$ cat src/rtl/xy2_100_tx.sv
// XY2-100 galvo transmitter: captures (x, y) on a rising xy2_send and shifts
// 20-bit parity-protected frames onto parallel X/Y lines with clock and sync.
module xy2_100_tx #(
  parameter int unsigned CLK_DIV = 25,
  parameter bit          REPEAT  = 1'b1
) (
  input  logic        clk,
  input  logic        reset,
  input  logic [15:0] x_coord,
  input  logic [15:0] y_coord,
  input  logic        xy2_send,
  output logic        xy2_clk,
  output logic        xy2_sync,
  output logic        xy2_x,
  output logic        xy2_y,
  output logic        busy,
  output logic        frame_done,
  output logic        overrun
);

  localparam int unsigned DW = 16;
  localparam int unsigned FW = 20;
  localparam logic [DW-1:0] DIV_LAST = DW'(CLK_DIV - 1);
  localparam logic [4:0]    BIT_TOP  = 5'(FW - 1);

  typedef enum logic {IDLE, SHIFT} state_t;

  state_t        state, state_n;
  logic [DW-1:0] div_cnt, div_n;
  logic          phase, phase_n;   // 0 = line clock high half, 1 = low half
  logic [4:0]    bit_cnt, bit_n;
  logic [FW-1:0] sh_x, sh_y, shx_n, shy_n;
  logic [DW-1:0] pend_x, pend_y, hold_x, hold_y;
  logic          pending, send_q;
  logic          capture_c, load_pend_c, load_hold_c;

  function automatic logic [FW-1:0] mk_frame(input logic [DW-1:0] d);
    return {3'b001, d, ~(^d)};
  endfunction

  assign capture_c = xy2_send && !send_q;

  // Next-state: divider/bit counter sequencing and frame (re)loading
  always_comb begin
    state_n     = state;
    div_n       = div_cnt;
    phase_n     = phase;
    bit_n       = bit_cnt;
    shx_n       = sh_x;
    shy_n       = sh_y;
    load_pend_c = 1'b0;
    load_hold_c = 1'b0;
    case (state)
      IDLE: begin
        if (pending) load_pend_c = 1'b1;
      end
      SHIFT: begin
        if (div_cnt == DIV_LAST) begin
          div_n = '0;
          if (!phase) begin
            phase_n = 1'b1;
          end else if (bit_cnt == 5'd0) begin
            if (pending)     load_pend_c = 1'b1;
            else if (REPEAT) load_hold_c = 1'b1;
            else begin
              state_n = IDLE;
              phase_n = 1'b0;
            end
          end else begin
            phase_n = 1'b0;
            bit_n   = bit_cnt - 5'd1;
            shx_n   = {sh_x[FW-2:0], 1'b0};
            shy_n   = {sh_y[FW-2:0], 1'b0};
          end
        end else begin
          div_n = div_cnt + 16'd1;
        end
      end
      default: state_n = IDLE;
    endcase
    if (load_pend_c || load_hold_c) begin
      state_n = SHIFT;
      div_n   = '0;
      phase_n = 1'b0;
      bit_n   = BIT_TOP;
      shx_n   = mk_frame(load_pend_c ? pend_x : hold_x);
      shy_n   = mk_frame(load_pend_c ? pend_y : hold_y);
    end
  end

  // State, capture path and registered line outputs
  always_ff @(posedge clk) begin
    if (reset) begin
      state      <= IDLE;
      div_cnt    <= '0;
      phase      <= 1'b0;
      bit_cnt    <= '0;
      sh_x       <= '0;
      sh_y       <= '0;
      pend_x     <= '0;
      pend_y     <= '0;
      hold_x     <= '0;
      hold_y     <= '0;
      pending    <= 1'b0;
      send_q     <= 1'b0;
      xy2_clk    <= 1'b0;
      xy2_sync   <= 1'b0;
      xy2_x      <= 1'b0;
      xy2_y      <= 1'b0;
      busy       <= 1'b0;
      frame_done <= 1'b0;
      overrun    <= 1'b0;
    end else begin
      state   <= state_n;
      div_cnt <= div_n;
      phase   <= phase_n;
      bit_cnt <= bit_n;
      sh_x    <= shx_n;
      sh_y    <= shy_n;
      send_q  <= xy2_send;
      if (load_pend_c) begin
        hold_x <= pend_x;
        hold_y <= pend_y;
      end
      // A capture on the load edge lands in pending, never in the loaded frame
      if (capture_c) begin
        pend_x  <= x_coord;
        pend_y  <= y_coord;
        pending <= 1'b1;
      end else if (load_pend_c) begin
        pending <= 1'b0;
      end
      overrun    <= capture_c && pending && !load_pend_c;
      busy       <= (state_n == SHIFT);
      xy2_clk    <= (state_n == SHIFT) && !phase_n;
      xy2_sync   <= (state_n == SHIFT) && (bit_n != 5'd0);
      xy2_x      <= (state_n == SHIFT) && shx_n[FW-1];
      xy2_y      <= (state_n == SHIFT) && shy_n[FW-1];
      frame_done <= (state_n == SHIFT) && phase_n && (div_n == DIV_LAST) &&
                    (bit_n == 5'd0);
    end
  end

endmodule

$ cat config.mk
export PLATFORM = sky130hd
export DESIGN_NAME = xy2_100_tx
export DESIGN_NICKNAME = d
export VERILOG_FILES = /design/src/rtl/xy2_100_tx.sv
export SDC_FILE = /design/constraint.sdc
export NUM_CORES = 1
export LEC_CHECK = 0
export BUFFER_PORTS_ARGS = -buffer_cell sky130_fd_sc_hd__clkbuf_2
export CORE_MARGIN = 4
export CORE_UTILIZATION = 49
export DETAILED_ROUTE_END_ITERATION = 6
export PLACE_DENSITY = 0.67
export SLEW_MARGIN = 20
export SYNTH_ARGS = -nofsm -noshare
export SYNTH_HDL_FRONTEND = slang
export SYNTH_SLANG_ARGS = --single-unit
$ cat constraint.sdc
create_clock -name clk -period 3.1 [get_ports clk]
set_clock_uncertainty 0.05 [all_clocks]
set_input_delay 0.31 -clock clk [delete_from_list [all_inputs] [get_ports clk]]
set_output_delay 0.31 -clock clk [all_outputs]
set_load 0.02 [all_outputs]
== Word-level counts from Yosys, hierarchy flattened ==
Index checks and enable logic that the tools add are counted.
Storage, ports and cells
  flip-flop bits (word level): 135
  output and inout port bits: 7
  word-level logic and storage cells: 96
  input bits: 35
Operators by class
  eq/ne operators: 3
  reductions and logical operators: 26
  muxes and demuxes: 39
  add/subtract/negate cells: 2
  bitwise operators: 4
Operators by type and width (count)
  two-way mux 20 bit: 10
  two-way mux 16 bit: 5
  equality test 16 x 5 -> 1 bit, second input constant: 2
  XOR reduction 16 bit: 2
  two-way mux 5 bit: 5
  two-way mux 1 bit: 18
  adder 16 x 1 -> 16 bit, second input constant: 1
  logical AND 1 bit: 10
  logical NOT 5 bit: 2
  AND reduction 4 bit: 2
  nonzero test 2 bit: 4
  nonzero test 5 bit: 1
  subtractor 5 x 1 -> 5 bit, second input constant: 1
  inverter 1 bit: 4
  logical NOT 1 bit: 3
  inequality test 2 x 1 -> 1 bit, second input constant: 1
  one-hot mux 1 bit (2 select lines): 1
  OR reduction 2 bit: 1
  logical OR 1 bit: 1

== Logic depth before layout (Yosys ltp) ==
  depth after elaboration: 10
  gate-level depth with buffers: 10
  depth with buffers taken out: 8

== Worst setup path before layout ==
OpenSTA, ideal clock, no wires.
  kind: register to register
  from: register div_cnt[0]
  to: register frame_done
  arrival time: 2.264 ns
  required time: 2.963 ns
  setup slack: 0.698 ns
  cell stages (with the launch flop): 8
  period minus slack after synthesis: 2.402 ns
  setup time: 0.087 ns
  buffers on the path: 0
  path through: dfxtp_1 ha_1 nand2_1 or4_1 xor2_1 o221ai_2 or4_1 nor4b_2
Between the ends
  word-level cells in the longest chain between the ends: 8
  elaborated cells between the ends (all ways): 22
  classes of those cells: add/sub (1); eq/ne (2); mux (14); reduce/logical (5)
RTL lines
  from (decl): RTL line 29  | logic [DW-1:0] div_cnt, div_n;
  from (signal assigned): RTL line 115  | div_cnt <= div_n;
  parallel branches: the longest is 7 deep, another holds adder 16 x 1 -> 16 bit
  logical AND 1 bit *: RTL line 139  | frame_done <= (state_n == SHIFT) && phase_n && (div_n == DIV_LAST) &&
  to (signal assigned): RTL line 139
  to (decl): RTL line 17  | output logic frame_done,
Mark *: on every way between the ends.
A chain may end at the register's enable or synchronous reset.

== Worst setup path in the final report ==
Ends and elaborated chain as after synthesis.

==> summary.md <==
| Metric | Value |
|---|---|
| Clock Latency Late Sink | 0.42 ns |
| Final WL | 13900 µm |
| WL met1 | 6680 µm |
| Period utilization | 86.9% |
| Clk sinks | 135 |
| Metal2 WL | 6330 µm |
| Smallest hold slack | 0.0547 ns |
| GRT Util Overall | 20.4% |
| Post-synth ARST share | 0% |
| Die area | 14400 µm² |
| Cts repair resizes | 0 |
| DRC viols | 0 |
| Cell Area, Synth | 6150 µm² |
| Inserted Diodes | 0 |
| Drt pass-1 iters | 5 |
| Post-synth EDFFs | 0 |
| Hold crit path type | input pin to flop |
| Design area | 7030 µm² |
| Leakage | 0.00240 µW |
| Crit path kind | flop to flop |
| GP Congestion | 0.831 |
| Buf/Inv on CP | 0 |
| Slew HR | 54.4% |
| Crit-path max FO | 7 |
| DR WL met3 | 673 µm |
| TritonCTS clock tree | built |
| Starting Density | 50.6% |
| Ys Warns | 0 |
| WP data arrival | 2.97 ns |
| Seq cells post-synth | 135 |
| Outcome | complete, no violations |
| Syn Area/Cell | 8.54 µm² |
| Crit-path leading delay family | simple AND/OR/NAND/NOR gates |
| Area grow syn2layout | 14.3% |
| Antenna violations before repair | 0 |
| First-pass GRT wire length | 23700 µm |
| DP Area | 6410 µm² |
| Worst Path Required | 3.38 ns |
| Max Buffers Root-to-Sink | 2 |
| DRT iter0 DRCs | 403 |
| Top sig layer | met4 |
| Main synth FF type | dfxtp_1 |
| Core Util, Final | 57.8% |
| Fillers | 1111 |
| Final setup viols | 0 |
| PD cells | 627 nW/µm² |
| Final Hold Viols | 0 |
| Share of cells above drive strength 1 | 13.2% |
| Slowest-stage cell, CP | or4_1 |
| DIE HEIGHT | 120 µm |
| # IOs | 42 |
| Clock transition at path regs | 0.06 ns |
| Core Region | 12200 µm² |
| Slowest stage delay, CP | 0.55 ns |
| Grt ovf | 0 |
| CTS Root Buffer Type | clkbuf_16 |
| Remaining antenna violation count after routing | 0 |
| Max-cap viol count | 0 |
| FP Rows | 40 |
| Worst setup SP type | flop |
| Hold Buf Count CTS | 0 |
| NumNets Final | 774 |
| Vias | 5002 |
| Syn Nets | 758 |
| Tot Pwr | 4410 µW |
| Worst Setup End Kind | flop |
| H-tree depth | 4 |
| Num CTS Buffers | 17 |
| Min cycle time layout | 2.69 ns |
| Max IR drop VDD | 0.000390 V |
| Cell variety after synth | 49 |
| FMAX | 0.371 GHz |
| RSZ-0062 raised after global routing | false |
| Die Span X | 120 µm |
| CP cell instances | ha_1, nand2_1, or4_1, xor2_1, o221ai_2, or4_1, nor4b_2 |
| Mapped Cells | 720 |
| Post-CTS setup buffer count | 0 |
| Pin count of the biggest net entering global routing | 68 |
| Sum Neg Setup Slack | 0 ns |
| Number of global-route vias before repair | 4802 |
| Final Max Tran Viols | 0 |
| DR WL/cell | 15.2 µm |
| Post-detail-place hpwl | 8900 µm |
| Routed vias/inst | 5.46 |
| Top cell by count, worst path | or4_1 |
| Sequential share of the synthesized area | 43.9% |
| Worst-Margin Slew | 0.684 ns |
| # port buffers | 41 |
==> final timing paths <==
path	start	endpoint	slack, ns	cells after the start
max reg2reg	div_cnt[0]	frame_done	0.41	7
min	y_coord[10]	pend_y[10]	0.05	3
min reg2reg	pend_x[10]	pend_x[10]	0.43	2
max	div_cnt[0]	frame_done	0.41	7
==> per-layer routing <==
metal  vias to the layer above  GRT usage, %
met3                        18          5.66
met2                       112          32.0
met1                      2343          27.0
met4                         0          7.02
li1                       2529             -
met5                         -             0
==> synth_stat cells, types with 10 or more instances <==
master	n	area [µm²]
nor2_1	45	169
nand2_1	148	556
clkbuf_1	29	109
nand4_1	10	62.6
a31oi_1	12	75.1
dfxtp_1	135	2700
buf_2	19	95.1
a21oi_1	71	355
xnor2_1	63	552
a311oi_1	23	201
nor3_1	18	90.1
xor2_1	17	149
a22oi_1	32	240
==> registers in the layout, indices dropped and copies added, names as in the netlist <==
name	count
state	1
hold_x	16
pend_x	16
bit_cnt	5
xy2_x	1
xy2_clk	1
div_cnt	16
frame_done	1
overrun	1
xy2_y	1
pend_y	16
sh_x	20
sh_y	20
phase	1
xy2_sync	1
hold_y	16
pending	1
send_q	1
==> stage by stage <==
step	worst slack, ns	instances
after floorplan	0.698	720
after global routing	0.236	916
after global placement	0.510	884
final	0.406	916
after CTS	0.364	915
after detailed placement	0.423	884
==> layout make-up <==
class / instances / area, µm² / share of cell area, %
sequential: 135 / 2700 / 38.4
clock inverter: 11 / 149 / 2.12
inverter: 9 / 33.8 / 0.480
multi-input combinational: 521 / 3170 / 45.0
clock buffer: 20 / 457 / 6.49
timing repair buffer: 52 / 315 / 4.48
tap: 168 / 210 / 2.99
==> logic make-up after synthesis <==
family / share of synthesized area [%]
simple gates: 20.7
compound gates: 16.9
flops: 43.9
xor+xnor: 11.4
buf+inv: 5.02
mux: 1.46
fa+ha+maj: 0.610
==> report_power, final <==
part | leakage (µW) | switching, µW | internal (µW)
Clock | 0.000288 | 759 | 1300
Sequential | 0.00110 | 64.7 | 1820
Combinational | 0.00102 | 270 | 196
Total | 0.00240 | 1090 | 3320
==> tightest hold or removal path: cells and delay by family <==
family	cells	cell delay, ns
buffers and inverters	1	0.08
AOI/OAI and AO/OA	1	0.05
and+or+nand+nor	1	0.04
==> cell usage in the layout (no fill, tap or decap), drive strengths merged, types with 17 or more instances in the layout <==
cell type and n:
a21oi 71, a22oi 32, a311oi 23, clkbuf 60, dfxtp 135, nand2 148, nor2 46, nor3 20
xnor2 63, xor2 17
No activity file was read; power rests on OpenSTA's default activity.
